### src/rtl/seg7_pkg.sv
// Shared types and constants for the seven-segment scan driver.
//   seg7_t       : segment vector {g,f,e,d,c,b,a}, active-high
//   HEX7         : hex font table, nibble 0..F -> seg7_t
//   DEF_*        : default refresh slot length and anti-ghost guard length
package seg7_pkg;

   typedef logic [6:0] seg7_t;

   localparam int DEF_REFRESH_CYCLES = 100_000;
   localparam int DEF_GUARD_CYCLES   = 16;

   localparam seg7_t HEX7 [16] = '{
      7'h3F, 7'h06, 7'h5B, 7'h4F,   // 0 1 2 3
      7'h66, 7'h6D, 7'h7D, 7'h07,   // 4 5 6 7
      7'h7F, 7'h6F, 7'h77, 7'h7C,   // 8 9 A b
      7'h39, 7'h5E, 7'h79, 7'h71    // C d E F
   };

endpackage

### src/rtl/bto7s.sv
// Binary nibble to seven-segment decoder (combinational, active-high).
//   bin_in  : 4-bit value
//   seg_out : segments {g,f,e,d,c,b,a}
module bto7s
   import seg7_pkg::*;
(
   input  logic [3:0] bin_in,
   output seg7_t      seg_out
);

   assign seg_out = HEX7[bin_in];

endmodule

### src/rtl/seg7_scan_driver.sv
// Time-multiplexed N-digit seven-segment driver sharing one cathode bus.
// Each digit owns one refresh slot of REFRESH_CYCLES clocks; the first
// GUARD_CYCLES of every slot keep all anodes off so the previous digit's
// segments cannot ghost onto the next one.
//   clk_in   : system clock
//   rst_in   : synchronous reset, active-high
//   val_in   : hex nibble per digit, digit i = val_in[4i+3:4i]
//   dp_in    : decimal point request per digit
//   blank_in : per-digit blank (anode never enabled)
//   load_in  : capture val_in/dp_in/blank_in into shadow registers
//   cat_out  : segments {g..a}, polarity per ACTIVE_LOW
//   dp_out   : decimal point segment, polarity per ACTIVE_LOW
//   an_out   : anode enables (one-hot or none), polarity per ACTIVE_LOW
module seg7_scan_driver
   import seg7_pkg::*;
#(
   parameter int NUM_DIGITS     = 8,
   parameter int REFRESH_CYCLES = DEF_REFRESH_CYCLES,
   parameter int GUARD_CYCLES   = DEF_GUARD_CYCLES,
   parameter bit ACTIVE_LOW     = 1'b1
) (
   input  logic                    clk_in,
   input  logic                    rst_in,
   input  logic [4*NUM_DIGITS-1:0] val_in,
   input  logic [NUM_DIGITS-1:0]   dp_in,
   input  logic [NUM_DIGITS-1:0]   blank_in,
   input  logic                    load_in,
   output seg7_t                   cat_out,
   output logic                    dp_out,
   output logic [NUM_DIGITS-1:0]   an_out
);

   localparam int CW = (REFRESH_CYCLES > 1) ? $clog2(REFRESH_CYCLES) : 1;
   localparam int IW = (NUM_DIGITS > 1) ? $clog2(NUM_DIGITS) : 1;

   // One bit wider than cnt so a guard equal to 2**CW still compares correctly.
   localparam logic [CW:0]   GUARD_W = (CW+1)'(GUARD_CYCLES);
   localparam logic [CW-1:0] CNT_LAST = CW'(REFRESH_CYCLES - 1);
   localparam logic [IW-1:0] IDX_LAST = IW'(NUM_DIGITS - 1);

   generate
      if (REFRESH_CYCLES <= GUARD_CYCLES) begin : g_bad_refresh
         $error("seg7_scan_driver: REFRESH_CYCLES must exceed GUARD_CYCLES");
      end
      if (NUM_DIGITS < 1) begin : g_bad_digits
         $error("seg7_scan_driver: NUM_DIGITS must be >= 1");
      end
   endgenerate

   logic [CW-1:0]                cnt;
   logic [IW-1:0]                idx;
   logic [NUM_DIGITS-1:0][3:0]   val_sh;
   logic [NUM_DIGITS-1:0]        dp_sh;
   logic [NUM_DIGITS-1:0]        blank_sh;

   logic [3:0]                   nib;
   seg7_t                        seg;
   logic                         guard;
   logic [NUM_DIGITS-1:0]        an_nxt;
   seg7_t                        cat_nxt;
   logic                         dp_nxt;

   // Output word for the current (cnt, idx); registered below so the pins
   // lag the counters by one cycle and never glitch.
   always_comb begin
      nib     = val_sh[idx];
      guard   = ({1'b0, cnt} < GUARD_W) || blank_sh[idx];
      an_nxt  = '0;
      cat_nxt = '0;
      dp_nxt  = 1'b0;
      if (!guard) begin
         an_nxt  = NUM_DIGITS'(1) << idx;
         cat_nxt = seg;
         dp_nxt  = dp_sh[idx];
      end
   end

   bto7s u_bto7s (
      .bin_in  (nib),
      .seg_out (seg)
   );

   always_ff @(posedge clk_in) begin
      if (rst_in) begin
         cnt      <= '0;
         idx      <= '0;
         val_sh   <= '0;
         dp_sh    <= '0;
         blank_sh <= '1;
         an_out   <= {NUM_DIGITS{ACTIVE_LOW}};
         cat_out  <= {7{ACTIVE_LOW}};
         dp_out   <= ACTIVE_LOW;
      end else begin
         if (cnt == CNT_LAST) begin
            cnt <= '0;
            idx <= (idx == IDX_LAST) ? '0 : idx + 1'b1;
         end else begin
            cnt <= cnt + 1'b1;
         end

         // Mid-slot loads take effect on the next output register update;
         // the slot timing is deliberately left untouched.
         if (load_in) begin
            val_sh   <= val_in;
            dp_sh    <= dp_in;
            blank_sh <= blank_in;
         end

         an_out  <= an_nxt  ^ {NUM_DIGITS{ACTIVE_LOW}};
         cat_out <= cat_nxt ^ {7{ACTIVE_LOW}};
         dp_out  <= dp_nxt  ^ ACTIVE_LOW;
      end
   end

endmodule

### config.mk
export PLATFORM = sky130hd
export DESIGN_NAME = seg7_scan_driver
export DESIGN_NICKNAME = d
export VERILOG_FILES = /design/src/rtl/seg7_pkg.sv /design/src/rtl/bto7s.sv /design/src/rtl/seg7_scan_driver.sv
export SDC_FILE = /design/constraint.sdc
export NUM_CORES = 1
export LEC_CHECK = 0
export CELL_PAD_IN_SITES_DETAIL_PLACEMENT = 0
export CELL_PAD_IN_SITES_GLOBAL_PLACEMENT = 1
export CORE_MARGIN = 4
export CORE_UTILIZATION = 35
export CTS_CLUSTER_DIAMETER = 50
export DETAILED_ROUTE_END_ITERATION = 16
export GPL_ROUTABILITY_DRIVEN = 0
export PLACE_DENSITY = 0.8
export SKIP_CTS_REPAIR_TIMING = 1
export SLEW_MARGIN = 20
export SYNTH_ARGS = -nofsm -noshare
export SYNTH_HDL_FRONTEND = slang
export SYNTH_HIERARCHICAL = 1
export SYNTH_SLANG_ARGS = --single-unit
### constraint.sdc
create_clock -name clk_in -period 6 [get_ports clk_in]
set_clock_uncertainty 0.05 [all_clocks]
set_input_delay 1.5 -clock clk_in [delete_from_list [all_inputs] [get_ports clk_in]]
set_output_delay 1.5 -clock clk_in [all_outputs]
set_load 0.02 [all_outputs]
==> results.md, run 1 <==
- Outcome: complete, no violations
- CTS tree: done
- Number of synthesized flops with an enable pin: 0
- Vias per std cell: 4.755
- Diodes inserted: 0
- Hold crit path type: reg -> reg
- # H-tree levels: 3
- Seq/Total Area, Yosys: 0.4509
- Die W: 111.2 um
- Largest net degree at the start of global routing: 49
- Pre-CTS setup slack: 2.544 ns
- DIE AREA: 12370 um2
- Number of global-route vias before repair: 2657
- Minimum clock period: 3.057 ns
- Yosys cell types: 42
- Dpl hpwl: 5.604 mm
- Drt drc: 0
- Slew @ Worst Pin: 0.8620 ns
- Worst skew pair latency: 0.36 ns
- P per Cell Area: 238.2 nW/um2
- NetSw: 0.2638 mW
- CTS Buffer Depth: 2
- WP data required: 6.17 ns
- First-pass GRT wire length: 13.04 mm
- Final WL: 7.971 mm
- Syn_area_per_cell: 10.08 um2
- Setup crit end kind: flip-flop
- I/O Buffers: 66
- Final setup fails: 0
- Crit path launch type: input port
- Logic gate share of total power: 0.101
- Setup TNS: 0 ns
- DRT iter0 DRCs: 106
- Chip Height: 111.2 um
- I/O pin count: 67
- Post-DRT Antenna Nets: 0
- Initial Util: 0.3597
- Fin. max-slew vios: 0
- Crit-path max FO: 44
- Crit path DAT: 3.22 ns
- Clk root buf: clkbuf_8
- Fmax: 327.1 MHz
- Top_reg_cell synth: dfxtp_1
- Clock network fraction of total power: 0.370
- GRT Resource Usage Total: 0.1313
- Grt total ovfl: 0
- Max-Cap Viols: 0
- Final period utilization: 0.5095
- Commonest cells after routing, fill and taps aside: 84 x dfxtp_1, 65 x clkdlybuf4s50_1, 57 x nor2_1
- Switching Fraction: 0.2372
- # clock sinks: 84
- Synth warnings: 6
- Post-Syn Instances: 370
- Lkg Pwr: 1.838 nW
- Worst-path clk slew: 0.08 ns
- FF+latch count, synth: 84
- Int Pwr: 0.8485 mW
- Floorplan row count: 37
- Core footprint: 10370 um2
- Final hold vios: 0
- Layout cells sized above 1: 0.09491
- Commonest non-fill, non-tap cell in the layout: dfxtp_1
- Routed vias: 2701
- Sequential share of power: 0.529
- CTS buffer count: 9
- WL per Instance: 14.03 um
- RSZ-0062 raised after global routing: no
- DR pass1 iterations: 4
- Synth async-reset ratio: 0
- Synth-to-layout area growth: 25.19%
- CP Class: in -> reg
- Mapped cell area: 3730 um2
- Worst setup margin: 2.943 ns
- Syn nets: 435
- Antenna violations before repair: 0
- Max VDD drop: 0.09225 mV
- Relative slew slack: 0.4245
- Layout Nets: 492
## power by group through the flow
| stage | sequential, mW | combinational (mW) | clock, mW |
|---|---|---|---|
| floorplan | 0.598 | 0.0695 | 0 |
| global placement | 0.601 | 0.111 | 0 |
| detailed placement | 0.602 | 0.113 | 0 |
| CTS | 0.589 | 0.114 | 0.422 |
| global route | 0.592 | 0.124 | 0.448 |
| finish | 0.589 | 0.113 | 0.411 |
## through the flow
step,hold slack [ns],area [um2],utilization,power (mW),instances
final,0.4180,4669,0.4503,1.112,568
after global routing,0.4559,4669,0.4503,1.164,568
after CTS,0.4210,4669,0.4503,1.124,568
after detailed placement,0.4020,4468,0.4309,0.7147,552
after global placement,0.3860,4468,0.4309,0.7124,552
after floorplan,0.3797,3730,-,0.6674,370
## cell usage after synthesis, types with 6 or more instances
master,number,area (um2)
a21oi_1,6,30.03
buf_2,10,50.05
clkbuf_1,9,33.78
dfxtp_1,84,1682
ha_1,14,175.2
inv_1,12,45.04
mux2i_1,52,520.5
mux4_2,12,270.3
nand2_1,40,150.1
nand3_1,11,55.05
nor2_1,57,214.0
nor4_1,7,43.79
xnor2_1,9,78.83
## state kept, by name, summed over array words and instances, names as in the netlist
| signal | count |
|---|---|
| dp_out | 1 |
| blank_sh | 8 |
| val_sh | 32 |
| cat_out | 7 |
| an_out | 8 |
| cnt | 17 |
| idx | 3 |
| dp_sh | 8 |
## layout make-up
type                    instances  area [um2]
flip-flops and latches         84        1682
multi-input cells             251        1897
inverters                      13       48.80
well taps                     136       170.2
clock buffers                  11       141.4
repair buffers                 68       670.6
clock inverters                 5       60.06
fillers                      1023        5700
## critical path: stages
cell and delay, ns:
clkdlybuf4s50_1 0.40, buf_4 0.27, inv_1 0.34, and3_1 0.56, nand3_1 0.14
## layer usage
layer	vias up	GRT usage	wire length [um]
li1	1384	-	-
met3	13	0.03111	325
met4	0	0.05353	139
met2	47	0.2127	3729
met1	1257	0.1683	3777
met5	-	0	0
## final timing paths
| check | startpoint | end | slack (ns) | cells after the start |
|---|---|---|---|---|
| min reg2reg | cnt[0] | cnt[0] | 0.42 | 1 |
| max | rst_in | an_out[5] | 2.94 | 5 |
| max reg2reg | idx[0] | cat_out[3] | 3.15 | 8 |
| min | cnt[0] | cnt[0] | 0.42 | 1 |
## cells by family after synthesis
group | share of synthesized area
flops | 0.4509
compound gates | 0.02650
buf+inv | 0.04059
fa+ha+maj | 0.04696
mux | 0.2281
simple gates | 0.1765
xor+xnor | 0.03053
Power figures use the tool's default switching activity.
==> run 2: changes to the inputs <==
==> constraint.sdc (replaced) <==
create_clock -name clk_in -period 3.1 [get_ports clk_in]
set_clock_uncertainty 0.05 [all_clocks]
set_input_delay 0.775 -clock clk_in [delete_from_list [all_inputs] [get_ports clk_in]]
set_output_delay 0.775 -clock clk_in [all_outputs]
set_load 0.02 [all_outputs]
==> run 2 against run 1 <==
Design area grew 2.7%. Power increased by 120%. Flip-flop and latch count stayed put. Die area unchanged. First-iteration DRC count is 11% lower. Setup slack got worse by 2.4 ns. Clock-buffer cell count shrank 2. Critical path depth increased by 3. Combinational power is 92% higher. Largest cell class unchanged. Sequential power is 94% higher. Final cell count is 0.53% higher.
==> results.md, run 2 (synthesis results as in run 1) <==
- Max-Cap Viols: 0 (unchanged)
- Crit path DAT: 2.76 ns (was 3.22 ns)
- DR pass1 iterations: 4 (unchanged)
- Setup TNS: 0 ns (unchanged)
- DIE AREA: 12370 um2 (unchanged)
- Critical Path, Cell by Cell: mux4_2 > nand2_1 > nand2_1 > inv_1 > ha_1 > inv_1 > mux4_1 > nand2_1 (was clkdlybuf4s50_1 > buf_4 > inv_1 > and3_1 > nand3_1)
- Slew @ Worst Pin: 0.6913 ns (was 0.8620 ns)
- Commonest non-fill, non-tap cell in the layout: dfxtp_1 (unchanged)
- Lkg Pwr: 1.905 nW (was 1.838 nW)
- CP dominant cell by count: nand2_1
- DRT iter0 DRCs: 94 (was 106)
- Fin. max-slew vios: 0 (unchanged)
- # clock sinks: 84 (unchanged)
- Outcome: complete, no violations (unchanged)
- Hold crit path type: reg -> reg (unchanged)
- Logic gate share of total power: 0.088 (was 0.101)
- Crit-path slowest cell: dfxtp_1 (was and3_1)
- Max VDD drop: 0.2808 mV (was 0.09225 mV)
- RSZ-0062 raised after global routing: no (unchanged)
- NetSw: 0.5192 mW (was 0.2638 mW)
- Filler cell count: 989 (was 1023)
- Worst path top cell family by delay: multiplexers (was buffers and inverters)
- Clk root buf: clkbuf_8 (unchanged)
- Antenna violations before repair: 0 (unchanged)
- Final period utilization: 0.8119
- Crit path largest cell delay: 0.63 ns (was 0.56 ns)
- Fmax: 397.3 MHz
- Crit path buffers/inverters: 2 (was 3)
- Post-DRT Antenna Nets: 0 (unchanged)
- Vias per std cell: 4.736 (was 4.755)
- Number of global-route vias before repair: 2714 (was 2657)
- Final setup fails: 0 (unchanged)
- CP Class: reg -> reg (was in -> reg)
- Worst-path clk slew: 0.09 ns (was 0.08 ns)
- Max FFs per register: 32 (unchanged)
- CTS tree: done (unchanged)
- Core footprint: 10370 um2 (unchanged)
- Drt drc: 0 (unchanged)
- Diodes inserted: 0 (unchanged)
- Area after DPL: 4503 um2 (was 4468 um2)
- P per Cell Area: 515.3 nW/um2 (was 238.2 nW/um2)
- Relative slew slack: 0.5391 (was 0.4245)
- Commonest cells after routing, fill and taps aside: 84 x dfxtp_1, 65 x clkdlybuf4s50_1, 57 x nor2_1 (unchanged)
- Sequential share of power: 0.462 (was 0.529)
- Routed vias: 2704 (was 2701)
- I/O Buffers: 66 (unchanged)
- CTS buffer count: 9 (unchanged)
- Grt total ovfl: 0 (unchanged)
- Floorplan row count: 37 (unchanged)
- Design area: 4797 um2 (was 4669 um2)
- Reg area: 1682 um2 (unchanged)
- Worst skew pair latency: 0.35 ns (was 0.36 ns)
- WP data required: 3.34 ns (was 6.17 ns)
- Top flop regs: val_sh (32), cnt (17) (unchanged)
- Int Pwr: 1.953 mW (was 0.8485 mW)
- I/O pin count: 67 (unchanged)
- Final WL: 7.883 mm (was 7.971 mm)
- Final Non-Filler Cells: 571 (was 568)
- Crit-path max FO: 11 (was 44)
- Crit path launch type: flip-flop (was input port)
- Largest net degree at the start of global routing: 49 (unchanged)
- Die W: 111.2 um (unchanged)
- Dpl hpwl: 5.722 mm (was 5.604 mm)
- Multi-input gate area: 1897 um2 (unchanged)
- CTS Buffer Depth: 2 (unchanged)
- First-pass GRT wire length: 13.30 mm (was 13.04 mm)
- Initial Util: 0.3597 (unchanged)
- Chip Height: 111.2 um (unchanged)
- Minimum clock period: 2.517 ns
- # H-tree levels: 3 (unchanged)
- Switching Fraction: 0.2100 (was 0.2372)
- Layout Nets: 495 (was 492)
- Inst Count DP: 555 (was 552)
- Clock network fraction of total power: 0.450 (was 0.370)
- Biggest register: val_sh (unchanged)
- Layout cells sized above 1: 0.1034 (was 0.09491)
- Final hold vios: 0 (unchanged)
- GRT Resource Usage Total: 0.1305 (was 0.1313)
- Synth-to-layout area growth: 28.61% (was 25.19%)
- Setup crit end kind: flip-flop (unchanged)
- WL per Instance: 13.81 um (was 14.03 um)
[run 2: cell count changes in the layout (fill, tap and decap cells not counted), sizes merged]
cell | before | now
buf | 3 | 6
inv | 13 | 14
clkinv | 3 | 1
bufinv | 1 | 5
clkbuf | 11 | 9
clkinvlp | 1 | 0
[run 2: final timing paths]
| check | from | to | slack (ns) | cells past startpoint |
|---|---|---|---|---|
| worst max-delay path | idx[0] | cat_out[3] | 0.58 | 8 |
| worst max register to register | idx[0] | cat_out[3] | 0.58 | 8 |
| worst min-delay path | cnt[0] | cnt[0] | 0.42 | 1 |
| worst min register to register | cnt[0] | cnt[0] | 0.42 | 1 |
[run 2: metrics by stage]
step	hold WS (ns)	worst slack (ns)	utilization	total power, mW
final	0.4170	0.5830	0.4626	2.472
after global placement	0.3927	0.6421	0.4342	1.381
after detailed placement	0.4015	0.5729	0.4342	1.385
after global routing	0.4498	0.3853	0.4626	2.573
after CTS	0.4219	0.5579	0.4626	2.505
after floorplan	0.3797	0.7195	-	1.292
[run 2: layer usage]
layer | vias up | routed length [um] | GRT usage
li1 | 1392 | - | -
met1 | 1252 | 3817 | 0.1696
met2 | 49 | 3631 | 0.2123
met3 | 11 | 329 | 0.03057
met4 | 0 | 103 | 0.04623
met5 | - | 0 | 0
[run 2: layout make-up]
type / count / area share
clock buffers: 9 / 0.02582
clock inverters: 7 / 0.03547
inverters: 13 / 0.01017
multi-input cells: 251 / 0.3954
flip-flops and latches: 84 / 0.3505
well taps: 136 / 0.03547
repair buffers: 71 / 0.1471
[run 2: worst reg2reg max path, stage by stage (launching register included)]
cell     delay (ns)
dfxtp_1        0.63
mux4_2         0.58
nand2_1        0.10
nand2_1        0.13
inv_1          0.16
ha_1           0.25
inv_1          0.05
mux4_1         0.47
nand2_1        0.06
[run 2: power by group through the flow]
stage	Clock, mW	Sequential, mW	Combinational [mW]
floorplan	0	1.16	0.135
global placement	0	1.17	0.214
detailed placement	0	1.17	0.219
CTS	1.14	1.14	0.219
global route	1.18	1.15	0.241
finish	1.11	1.14	0.217
